## config.mk

```make
export PLATFORM = sky130hd
export DESIGN_NAME = mdu_iter
export DESIGN_NICKNAME = d
export VERILOG_FILES = /design/src/rtl/mdu_iter.sv
export SDC_FILE = /design/constraint.sdc
export NUM_CORES = 1
export LEC_CHECK = 0
export CORE_MARGIN = 5
export CORE_UTILIZATION = 55
export CTS_BUF_LIST = sky130_fd_sc_hd__clkbuf_4 sky130_fd_sc_hd__clkbuf_8
export DETAILED_ROUTE_END_ITERATION = 7
export HOLD_SLACK_MARGIN = 0.06
export PLACE_DENSITY = 0.74
export SETUP_SLACK_MARGIN = 0.05
export SYNTH_ARGS = -nofsm -noshare
export SYNTH_HDL_FRONTEND = slang
export SYNTH_SLANG_ARGS = --single-unit
```

## constraint.sdc

```tcl
create_clock -name clk -period 3.85 [get_ports clk]
set_input_delay 0.77 -clock clk [delete_from_list [all_inputs] [get_ports clk]]
set_output_delay 0.77 -clock clk [all_outputs]
set_load 0.01 [all_outputs]
```

## src/rtl/mdu_iter.sv

```systemverilog
// mdu_iter: iterative radix-2 multiply/divide unit with valid/ack result handshake
module mdu_iter #(
   parameter int WIDTH = 32
) (
   input  logic               clk,
   input  logic               resetn,
   input  logic               start_i,
   input  logic [1:0]         op_i,
   input  logic [WIDTH-1:0]   opdata1_i,
   input  logic [WIDTH-1:0]   opdata2_i,
   input  logic               annul_i,
   input  logic               ack_i,
   output logic               busy_o,
   output logic               valid_o,
   output logic [2*WIDTH-1:0] result_o
);
   localparam int CW = $clog2(WIDTH);

   typedef enum logic [1:0] {IDLE, CALC, FIX, DONE} state_t;

   state_t             state_q;
   logic [CW-1:0]      cnt_q;
   logic               div_q, sa_q, sb_q, valid_q;
   logic [WIDTH-1:0]   a_q, b_q, lo_q;
   logic [WIDTH:0]     hi_q;
   logic [2*WIDTH-1:0] result_q;

   logic               accept, sa_in, sb_in, div0, neg, ge;
   logic [WIDTH-1:0]   abs_a, abs_b, quot, rem, lo_d;
   logic [WIDTH:0]     msum, rshift, rsub, hi_d;
   logic [2*WIDTH-1:0] prod, fix_d;

   // issue decode, one datapath step and the sign fix-up of the finished magnitudes
   always_comb begin
      accept = start_i & ~annul_i & ((state_q == IDLE) | ((state_q == DONE) & ack_i));
      sa_in  = op_i[0] & opdata1_i[WIDTH-1];
      sb_in  = op_i[0] & opdata2_i[WIDTH-1];
      abs_a  = sa_in ? -opdata1_i : opdata1_i;
      abs_b  = sb_in ? -opdata2_i : opdata2_i;
      div0   = op_i[1] & (opdata2_i == '0);
      msum   = hi_q + (lo_q[0] ? {1'b0, a_q} : '0);
      rshift = {hi_q[WIDTH-1:0], lo_q[WIDTH-1]};
      rsub   = rshift - {1'b0, b_q};
      ge     = rshift >= {1'b0, b_q};
      hi_d   = div_q ? (ge ? rsub : rshift) : {1'b0, msum[WIDTH:1]};
      lo_d   = div_q ? {lo_q[WIDTH-2:0], ge} : {msum[0], lo_q[WIDTH-1:1]};
      neg    = sa_q ^ sb_q;
      prod   = {hi_q[WIDTH-1:0], lo_q};
      quot   = neg ? -lo_q : lo_q;
      rem    = sa_q ? -hi_q[WIDTH-1:0] : hi_q[WIDTH-1:0];
      fix_d  = div_q ? {rem, quot} : (neg ? -prod : prod);
   end

   // control FSM and datapath registers; annul overrides everything but reset
   always_ff @(posedge clk or negedge resetn) begin
      if (!resetn) begin
         state_q  <= IDLE;
         cnt_q    <= '0;
         div_q    <= 1'b0;
         sa_q     <= 1'b0;
         sb_q     <= 1'b0;
         valid_q  <= 1'b0;
         a_q      <= '0;
         b_q      <= '0;
         lo_q     <= '0;
         hi_q     <= '0;
         result_q <= '0;
      end else if (annul_i) begin
         state_q  <= IDLE;
         cnt_q    <= '0;
         valid_q  <= 1'b0;
         result_q <= '0;
      end else if (accept) begin
         state_q  <= div0 ? DONE : CALC;
         cnt_q    <= '0;
         div_q    <= op_i[1];
         sa_q     <= sa_in;
         sb_q     <= sb_in;
         a_q      <= abs_a;
         b_q      <= abs_b;
         hi_q     <= '0;
         lo_q     <= op_i[1] ? abs_a : abs_b;
         valid_q  <= div0;
         result_q <= div0 ? {opdata1_i, {WIDTH{1'b1}}} : result_q;
      end else begin
         case (state_q)
            CALC: begin
               hi_q    <= hi_d;
               lo_q    <= lo_d;
               cnt_q   <= (cnt_q == CW'(WIDTH-1)) ? '0 : cnt_q + 1'b1;
               state_q <= (cnt_q == CW'(WIDTH-1)) ? FIX : CALC;
            end
            FIX: begin
               result_q <= fix_d;
               valid_q  <= 1'b1;
               state_q  <= DONE;
            end
            DONE: begin
               valid_q <= ~ack_i;
               state_q <= ack_i ? IDLE : DONE;
            end
            default: state_q <= IDLE;
         endcase
      end
   end

   assign busy_o   = (state_q == CALC) | (state_q == FIX);
   assign valid_o  = valid_q;
   assign result_o = result_q;
endmodule
```

Yosys cells after proc, flatten, opt, wreduce, memory -nomap -nowiden:

Cells that the tools add are included.

* bits in registers: 204
* bits of input ports: 71

* $add $sub $neg: 8
* order comparisons: 1
* eq/ne operators: 5
* mux-type cells: 32
* bitwise operators: 11
* reduce and logical (&&, ||, !) cells: 9

Operator list (number)
* $mux W64: 6
* $mux W32: 9
* $mux W33: 4
* $neg A32 Y32: 4
* $neg A64 Y64: 1
* $add A33 B32 Y33: 1
* $ge A33 B32 Y1: 1
* $sub A33 B32 Y33: 1
* $logic_not A32 Y1: 1
* $mux W5: 4
* $mux W2: 5
* $and A1 B1 Y1: 6
* $pmux W2 S3: 1
* $reduce_and A2 Y1: 3
* $reduce_bool A3 Y1: 2
* $add A5 B1 Y5 const B: 1
* $eq A5 B5 Y1 const B: 1
* $eq A2 B2 Y1 const B: 2
* $reduce_bool A4 Y1: 1
* $ne A3 B2 Y1 const B: 1
* $eq A2 B1 Y1 const B: 1
* $logic_not A2 Y1: 1
* $mux W1: 2
* $not A1 Y1: 2
* other kinds (4): 5

Logic depth before layout (Yosys ltp):

Gate-level depths: netlist (run 1).

* depth in word-level cells: 6
* depth in mapped cells: 15
* depth with buffers taken out: 13

Least setup slack after synthesis (run 1):

No wires, ideal clock.

* path kind: register to register
* from: register lo_q[0]
* to: register hi_q[21]
* setup time: 126 ps
* arrival time: 3183 ps
* slack: 541 ps
* stages on the path, launching flop included: 15
* path buffers: 2
* clock period less this slack: 3309 ps
* path through: dfrtp_1 > clkbuf_1 > clkbuf_1 > and2_1 > ha_1 > inv_1 > fa_1 > nand2b_1 > a21oi_1 > o41ai_1 > o211ai_1 > a21oi_1 > or3_1 > xnor2_1 > a221o_1

* longest elaborated chain between the ends: 5

RTL lines
* start: declaration: RTL line 24 `logic [WIDTH-1:0] a_q, b_q, lo_q;`
* start signal: assignment: RTL line 82 `lo_q <= op_i[1] ? abs_a : abs_b;`
* start signal: assignment: RTL line 89 `lo_q <= lo_d;`
* $mux W32: RTL line 41 `msum = hi_q + (lo_q[0] ? {1'b0, a_q} : '0);`
* $add A33 B32 Y33: RTL line 41
* $mux W33: RTL line 45 `hi_d = div_q ? (ge ? rsub : rshift) : {1'b0, msum[WIDTH:1]};`
* $mux W33: RTL line 86 `case (state_q)`
* $mux W33: RTL line 73 `end else if (accept) begin`
* end signal: assignment: RTL line 88 `hi_q <= hi_d;`
* end: declaration: RTL line 25 `logic [WIDTH:0] hi_q;`

No other way between the ends. The select of a mux whose other input is x is not followed.
A chain may end at the register's enable or synchronous reset.

Final worst setup path (run 1):

* from: register lo_q[31]
* to: register hi_q[26]

* longest elaborated chain between the ends: 5
* elaborated cells between the ends (all ways): 6

RTL lines (RTL line)
* $sub A33 B32 Y33 or $ge A33 B32 Y1 (tied branches): 43, 44
* $mux W33 * (2 in a row): 45
* $mux W33 *: 86
* $mux W33 *: 73

Mark *: on every way between the ends. The rest lies on a longest branch, timed or not. The select of a mux whose other input is x is not followed.

==> summary.txt, run 1 <==
Die Height: 181 um
Die area: 32,800 um^2
RSZ-0062 raised after global routing: no
CTS tree: built
Total of max-cap violations: 0
Drt total wl: 56.3 mm
Internal: 5590 uW
Met3 Track Usage GR: 6.68%
Final WS setup: 135 ps
Commonest non-fill, non-tap cell in the layout: nand2_1
IO Pins: 137
Status: finished, final reports clean
Crit Reg-Reg Endpoint: hi_q[26]
Largest net degree at the start of global routing: 78
Reg clk slew, reported paths: 60 ps
Data arrival, critical path: 4120 ps
DRC viols: 0
Tcrit/Tclk final: 96.5%
Skew-Pair Late Insertion Delay: 560 ps
Root buf cell: clkbuf_8
Number of global-route vias before repair: 15,800
Final setup fails: 0
Post-Syn Area: 16,100 um^2
Post-route ant nets: 0
Mapped Nets: 2,154
H-tree Lvls: 2
Starting Density: 55.9%
Wirelength per Cell: 21.8 um
Hold_ws: 245 ps
Share of the synthesized area in the top cell type: 31.7%
Post-CTS Setup Inserts: 0
Worst Clk Skew: 33.7 ps
Slew Viols, Final: 0
CP Class: reg -> reg
GR Overflow Total: 0
Worst Max-Slew Pin Slew: 1350 ps
Flop-to-flop setup slack: 130 ps
Fin nets: 2,323
Worst Hold Class: in -> async
Busiest grt layer: met2
Die extent in x: 181 um
Synth unique cells: 80
Initial DRC Count: 1,804
Total GRT Usage: 32.8%
# rows: 62
Worst Path Max Fanout: 4
Final hold vios: 0
TritonCTS Buffers: 38
Power Density: 513 nW/um^2
Commonest non-fill, non-tap cells in the layout: nand2_1, dfrtp_1, nor2_1
Share of layout cells above drive strength 1: 10.8%
Gpl congestion: 1.01
Ys Warns: 0
Seq pwr share: 30.4%
Cell count after synthesis: 2,006
CP Launch Type: flop
Top_reg_cell synth: dfrtp_1
Core ar.: 28,900 um^2
Peak supply drop: 0.407 mV
Comb pwr share: 47.7%
Sw frac: 43.4%
R2R cell count: 14
Post-synth top area cell: dfrtp_1
Port buffer count: 136
Pwr Total: 9870 uW
Async set or reset register ratio after synthesis: 100%
Pre-antenna DRT Iters: 5
Layout area overhead: 19.4%
Register area share after synthesis: 31.7%
Clock sinks: 204
Worst reg2reg startpoint: lo_q[31]
Leakage dissipation: 0.00866 uW
Met1 Use GR: 43.4%
Via density: 6.35
Detail Placement HPWL: 43.3 mm
Peak Freq: 269 MHz
Pre-CTS WS: -106 ps
Maximum clock path buffer count: 3
Min Clock Period, post-route: 3720 ps
Mapped Avg Cell Area: 8.04 um^2
Synth area leaders: dfrtp_1, ha_1, xnor2_1
Fin Setup TNS: 0 ps
Clock Power Share: 21.9%
Seq cells post-synth: 204
Core Util, Final: 66.7%
Number of flops mapped to enable cells by yosys: 0
Slew HR: 9.06%
Via count: 16,400
Net switching power: 4290 uW
Req. time, crit path: 4250 ps
First-pass GRT wire length: 86.5 mm
GR Util met2: 53.4%
Crit end category: flop
Initial antenna violation count: 3
Yosys cell counts (all sizes together) (6+ instances only):
library cell / count
nand2: 241
dfrtp: 204
nor2: 193
o21ai: 184
a21oi: 153
clkbuf: 110
xnor2: 104
inv: 77
ha: 75
xor2: 65
mux2i: 53
and2: 47
nor3: 47
a211oi: 35
a21o: 34
nand3: 33
a311oi: 28
a31oi: 23
buf: 19
or3: 19
nand2b: 18
nor4: 17
o31ai: 15
a22oi: 14
o221ai: 14
o41ai: 14
mux2: 13
o21a: 13
o211ai: 12
a221o: 11
and3: 11
or4: 10
a221oi: 8
o21bai: 8
a2111oi: 7
nand4: 6
o22ai: 6
repair_timing:
| action | 4_1_cts | 5_1_grt |
|---|---|---|
| hold buffers | 0 | 0 |
| gates resized for setup | 0 | 3 |
| endpoints found under the setup margin | 0 | 4 |
metal layers:
layer  wire length [um]  vias up
li1                   -     7535
met1              22600     7911
met2              26500      798
met3               5010      159
met4               2190        4
met5                 21        -
worst max path at each step:
stage	depth (start not counted)	slack, ps	to	from
after floorplan	14	540	hi_q[21]	lo_q[0]
final	14	130	hi_q[26]	lo_q[31]
after detailed placement	10	-110	lo_q[27]	opdata2_i[4]
after CTS	14	230	hi_q[26]	lo_q[31]
after global placement	9	-50	lo_q[27]	opdata2_i[10]
after global routing	13	0.6	hi_q[25]	lo_q[0]
registers in the layout (all words and copies together), names as in the netlist:
name and cells:
result_o 64, state_q 2, b_q 32, hi_q 33, sa_q 1, sb_q 1, lo_q 32, valid_o 1
div_q 1, cnt_q 5, a_q 32
layout make-up:
| cell class | instances | area [um^2] |
|---|---|---|
| multi-input combinational | 1595 | 10300 |
| fill | 2482 | 9600 |
| sequential | 204 | 5110 |
| timing repair buffer | 258 | 2360 |
| clock buffer | 58 | 723 |
| tap | 384 | 480 |
| inverter | 78 | 293 |
| clock inverter | 4 | 30.0 |
| antenna | 1 | 2.50 |
worst max-delay path, stage by stage, from the launching register on:
cell	delay, ps
dfrtp_1	470
inv_1	190
ha_1	240
inv_1	80
fa_1	210
a21oi_1	100
o211a_1	250
or3_1	420
a2111oi_1	580
buf_4	210
nor2_1	70
a211oi_1	340
o21ai_0	140
nand3b_1	150
o211ai_1	100
metrics by stage:
| stage | cells | instance area, um^2 |
|---|---|---|
| floorplan | 2006 | 16100 |
| global placement | 2519 | 18500 |
| detailed placement | 2519 | 18500 |
| CTS | 2581 | 19200 |
| global route | 2581 | 19300 |
| finish | 2582 | 19300 |
power by group through the flow:
stage	Clock, uW	Combinational, uW	Sequential (uW)
5_1_grt	2280	5100	3040
2_1_floorplan	0	3220	2820
6_report	2160	4710	3000
3_3_place_gp	0	4480	3000
3_5_place_dp	0	4580	3010
4_1_cts	2170	4610	2980
logic make-up after synthesis:
logic type | after synthesis | share of synthesized area (%)
and+or+nand+nor | 667 | 19.1
AOI/OAI and AO/OA | 616 | 24.7
buffers and inverters | 207 | 5.07
DFF | 204 | 31.7
xor gates and xnor gates | 169 | 9.18
adders and majority gates | 77 | 6.07
muxes | 66 | 4.20
(Power assumes the default switching activity.)
==> inputs of run 2 (changes only) <==
--- a/config.mk
+++ b/config.mk
@@ -9,9 +9,11 @@
 export CORE_UTILIZATION = 55
 export CTS_BUF_LIST = sky130_fd_sc_hd__clkbuf_4 sky130_fd_sc_hd__clkbuf_8
 export DETAILED_ROUTE_END_ITERATION = 7
+export GPL_TIMING_DRIVEN = 0
 export HOLD_SLACK_MARGIN = 0.06
 export PLACE_DENSITY = 0.74
-export SETUP_SLACK_MARGIN = 0.05
+export RECOVER_POWER = 100
+export SETUP_SLACK_MARGIN = 0.2
 export SYNTH_ARGS = -nofsm -noshare
 export SYNTH_HDL_FRONTEND = slang
 export SYNTH_SLANG_ARGS = --single-unit
==> summary.txt, run 2 (synthesis results as in run 1) <==
First-pass GRT wire length: 94.6 mm (was 86.5 mm)
Slowest Stage Delay on Critical Path: 600 ps (was 580 ps)
Req. time, crit path: 4260 ps (was 4250 ps)
Worst reg2reg startpoint: hi_q[10] (was lo_q[31])
Total of max-cap violations: 1 (was 0)
Pre-antenna DRT Iters: 6 (was 5)
Die area: 32,800 um^2 (unchanged)
Slew HR: -84.5% (was 9.06%)
Skew-Pair Late Insertion Delay: 570 ps (was 560 ps)
Largest net degree at the start of global routing: 119 (was 78)
Layout area overhead: 18.6% (was 19.4%)
Port buffer count: 136 (unchanged)
# rows: 62 (unchanged)
Crit Reg-Reg Endpoint: hi_q[21] (was hi_q[26])
Reg clk slew, reported paths: 60 ps (about the same)
Leakage dissipation: 0.00860 uW (was 0.00866 uW)
Crit path max-delay family: simple AND/OR/NAND/NOR gates (was compound AO/OA/AOI/OAI gates)
IO Pins: 137 (unchanged)
Critical Path Stages: 11 (was 14)
Sw frac: 44.9% (was 43.4%)
Fin Setup TNS: 0 ps (unchanged)
Internal: 5560 uW (was 5590 uW)
TritonCTS Buffers: 39 (was 38)
Seq pwr share: 29.2% (was 30.4%)
Post-route ant nets: 0 (unchanged)
Root buf cell: clkbuf_8 (unchanged)
Max reg flops: 64 (unchanged)
Comb pwr share: 48.2% (was 47.7%)
Maximum clock path buffer count: 3 (unchanged)
Peak Freq: 271 MHz (was 269 MHz)
Clock Power Share: 22.5% (was 21.9%)
Peak supply drop: 0.359 mV (was 0.407 mV)
CP Launch Type: input port (was flop)
Net switching power: 4540 uW (was 4290 uW)
Non-filler instance count after layout: 2,604 (was 2,582)
Via count: 17,000 (was 16,400)
Final hold vios: 0 (unchanged)
Share of layout cells above drive strength 1: 7.84% (was 10.8%)
Worst Clk Skew: 31.9 ps (was 33.7 ps)
Via density: 6.51 (was 6.35)
Fin nets: 2,345 (was 2,323)
Hold_ws: 471 ps (was 245 ps)
Failing checks: capacitance limit, slew limit
Min Clock Period, post-route: 3690 ps (was 3720 ps)
CP Class: in -> reg (was reg -> reg)
Core ar.: 28,900 um^2 (unchanged)
Initial antenna violation count: 4 (was 3)
Critical path buffers and inverters: 3 (unchanged)
Commonest non-fill, non-tap cell in the layout: nand2_1 (unchanged)
Total GRT Usage: 36.8% (was 32.8%)
Beginning of the critical path: opdata2_i[10] (was lo_q[31])
Tcrit/Tclk final: 95.9% (was 96.5%)
DP Cell Count: 2,528 (was 2,519)
Wirelength per Cell: 24.3 um (was 21.8 um)
Initial DRC Count: 1,835 (was 1,804)
Slew Viols, Final: 119 (was 0)
Data arrival, critical path: 4110 ps (was 4120 ps)
DRC viols: 0 (unchanged)
Detail Placement HPWL: 49.5 mm (was 43.3 mm)
Die extent in x: 181 um (unchanged)
Die Height: 181 um (unchanged)
Worst Max-Slew Pin Slew: 2770 ps (was 1350 ps)
Status: finished, violations left (was finished, final reports clean)
Power Density: 528 nW/um^2 (was 513 nW/um^2)
Worst Hold Class: reg -> reg (was in -> async)
Number of global-route vias before repair: 16,100 (was 15,800)
Crit end category: flop (unchanged)
Slowest cell on the critical path: or4b_4 (was a2111oi_1)
Pwr Total: 10,100 uW (was 9870 uW)
Hold-fix buffers, CTS: 0 (unchanged)
Starting Density: 55.9% (unchanged)
Pre-CTS WS: -888 ps (was -106 ps)
Worst Setup EP: result_o[30] (was hi_q[26])
Most common cell on crit path: nor3_1 (was inv_1)
Drt total wl: 63.2 mm (was 56.3 mm)
H-tree Lvls: 2 (unchanged)
Flop-to-flop setup slack: 240 ps (was 130 ps)
Gpl congestion: 1.01 (about the same)
Final WS setup: 158 ps (was 135 ps)
GR Overflow Total: 0 (unchanged)
Commonest non-fill, non-tap cells in the layout: nand2_1, dfrtp_1, nor2_1 (unchanged)
Final setup fails: 0 (unchanged)
Worst Path Max Fanout: 10 (was 4)
RSZ-0062 raised after global routing: yes (was no)
Clock sinks: 204 (unchanged)
CP cell instances: clkdlybuf4s50_1 -> or4_1 -> or3_1 -> nor3_4 -> nand2b_4 -> or4b_4 -> o21a_4 -> buf_6 -> buf_2 -> nor3_1 -> nor3_1 (was inv_1 -> ha_1 -> inv_1 -> fa_1 -> a21oi_1 -> o211a_1 -> or3_1 -> a2111oi_1 -> buf_4 -> nor2_1 -> a211oi_1 -> o21ai_0 -> nand3b_1 -> o211ai_1)
CTS tree: built (unchanged)
R2R cell count: 11 (was 14)
==> run 2: power by group through the flow <==
stage | Combinational (uW) | Clock [uW] | Sequential, uW
after floorplan | 3220 | 0 | 2820
after global placement | 4600 | 0 | 2960
after detailed placement | 4650 | 0 | 2960
after CTS | 4710 | 2270 | 2930
after global routing | 5270 | 2370 | 2980
final | 4870 | 2280 | 2950
==> run 2: worst min path at each step <==
stage               depth (start not counted)     from  slack [ps]        to
floorplan                                   2   a_q[0]         440    a_q[0]
global placement                            2  a_q[20]         450   a_q[20]
detailed placement                          2  a_q[25]         460   a_q[25]
CTS                                         2   resetn         290  hi_q[32]
global route                                2   a_q[9]         500    a_q[9]
finish                                      2  a_q[25]         470   a_q[25]
==> run 2: layout make-up <==
| type | instances | area (um^2) |
|---|---|---|
| buffer | 129 | 553 |
| sequential | 204 | 5110 |
| fill | 2517 | 9740 |
| clock buffer | 60 | 769 |
| antenna | 1 | 2.50 |
| tap | 384 | 480 |
| clock inverter | 3 | 23.8 |
| inverter | 78 | 293 |
| timing repair buffer | 150 | 1480 |
| multi-input combinational | 1595 | 10400 |
==> run 2: tightest hold or removal path: cells and delay by family, from the launching register on <==
kind,cells,cell delay [ps]
AND/OR/NAND/NOR,1,40
AO/OA/AOI/OAI,1,60
flip-flops,1,330
==> run 2: routing by layer <==
metal | track usage (%) | vias up | part of all wire [%]
met3 | 11.1 | 237 | 11
li1 | - | 7571 | -
met2 | 57.1 | 1040 | 44
met1 | 48.1 | 8097 | 40
met4 | 15.2 | 6 | 5.1
met5 | 0 | - | 0.054
==> run 2: timing repair <==
action,CTS,global route
pin swaps,2,8
hold endpoints to repair,0,0
gates resized for setup,26,43
setup buffers,4,8
endpoints found under the setup margin,49,103
==> run 2: per-stage QoR <==
step	cell area, um^2	util [%]
2_1_floorplan	16100	-
6_report	19100	66.3
3_5_place_dp	18000	62.5
3_3_place_gp	18000	62.3
4_1_cts	18900	65.6
5_1_grt	19100	66.2
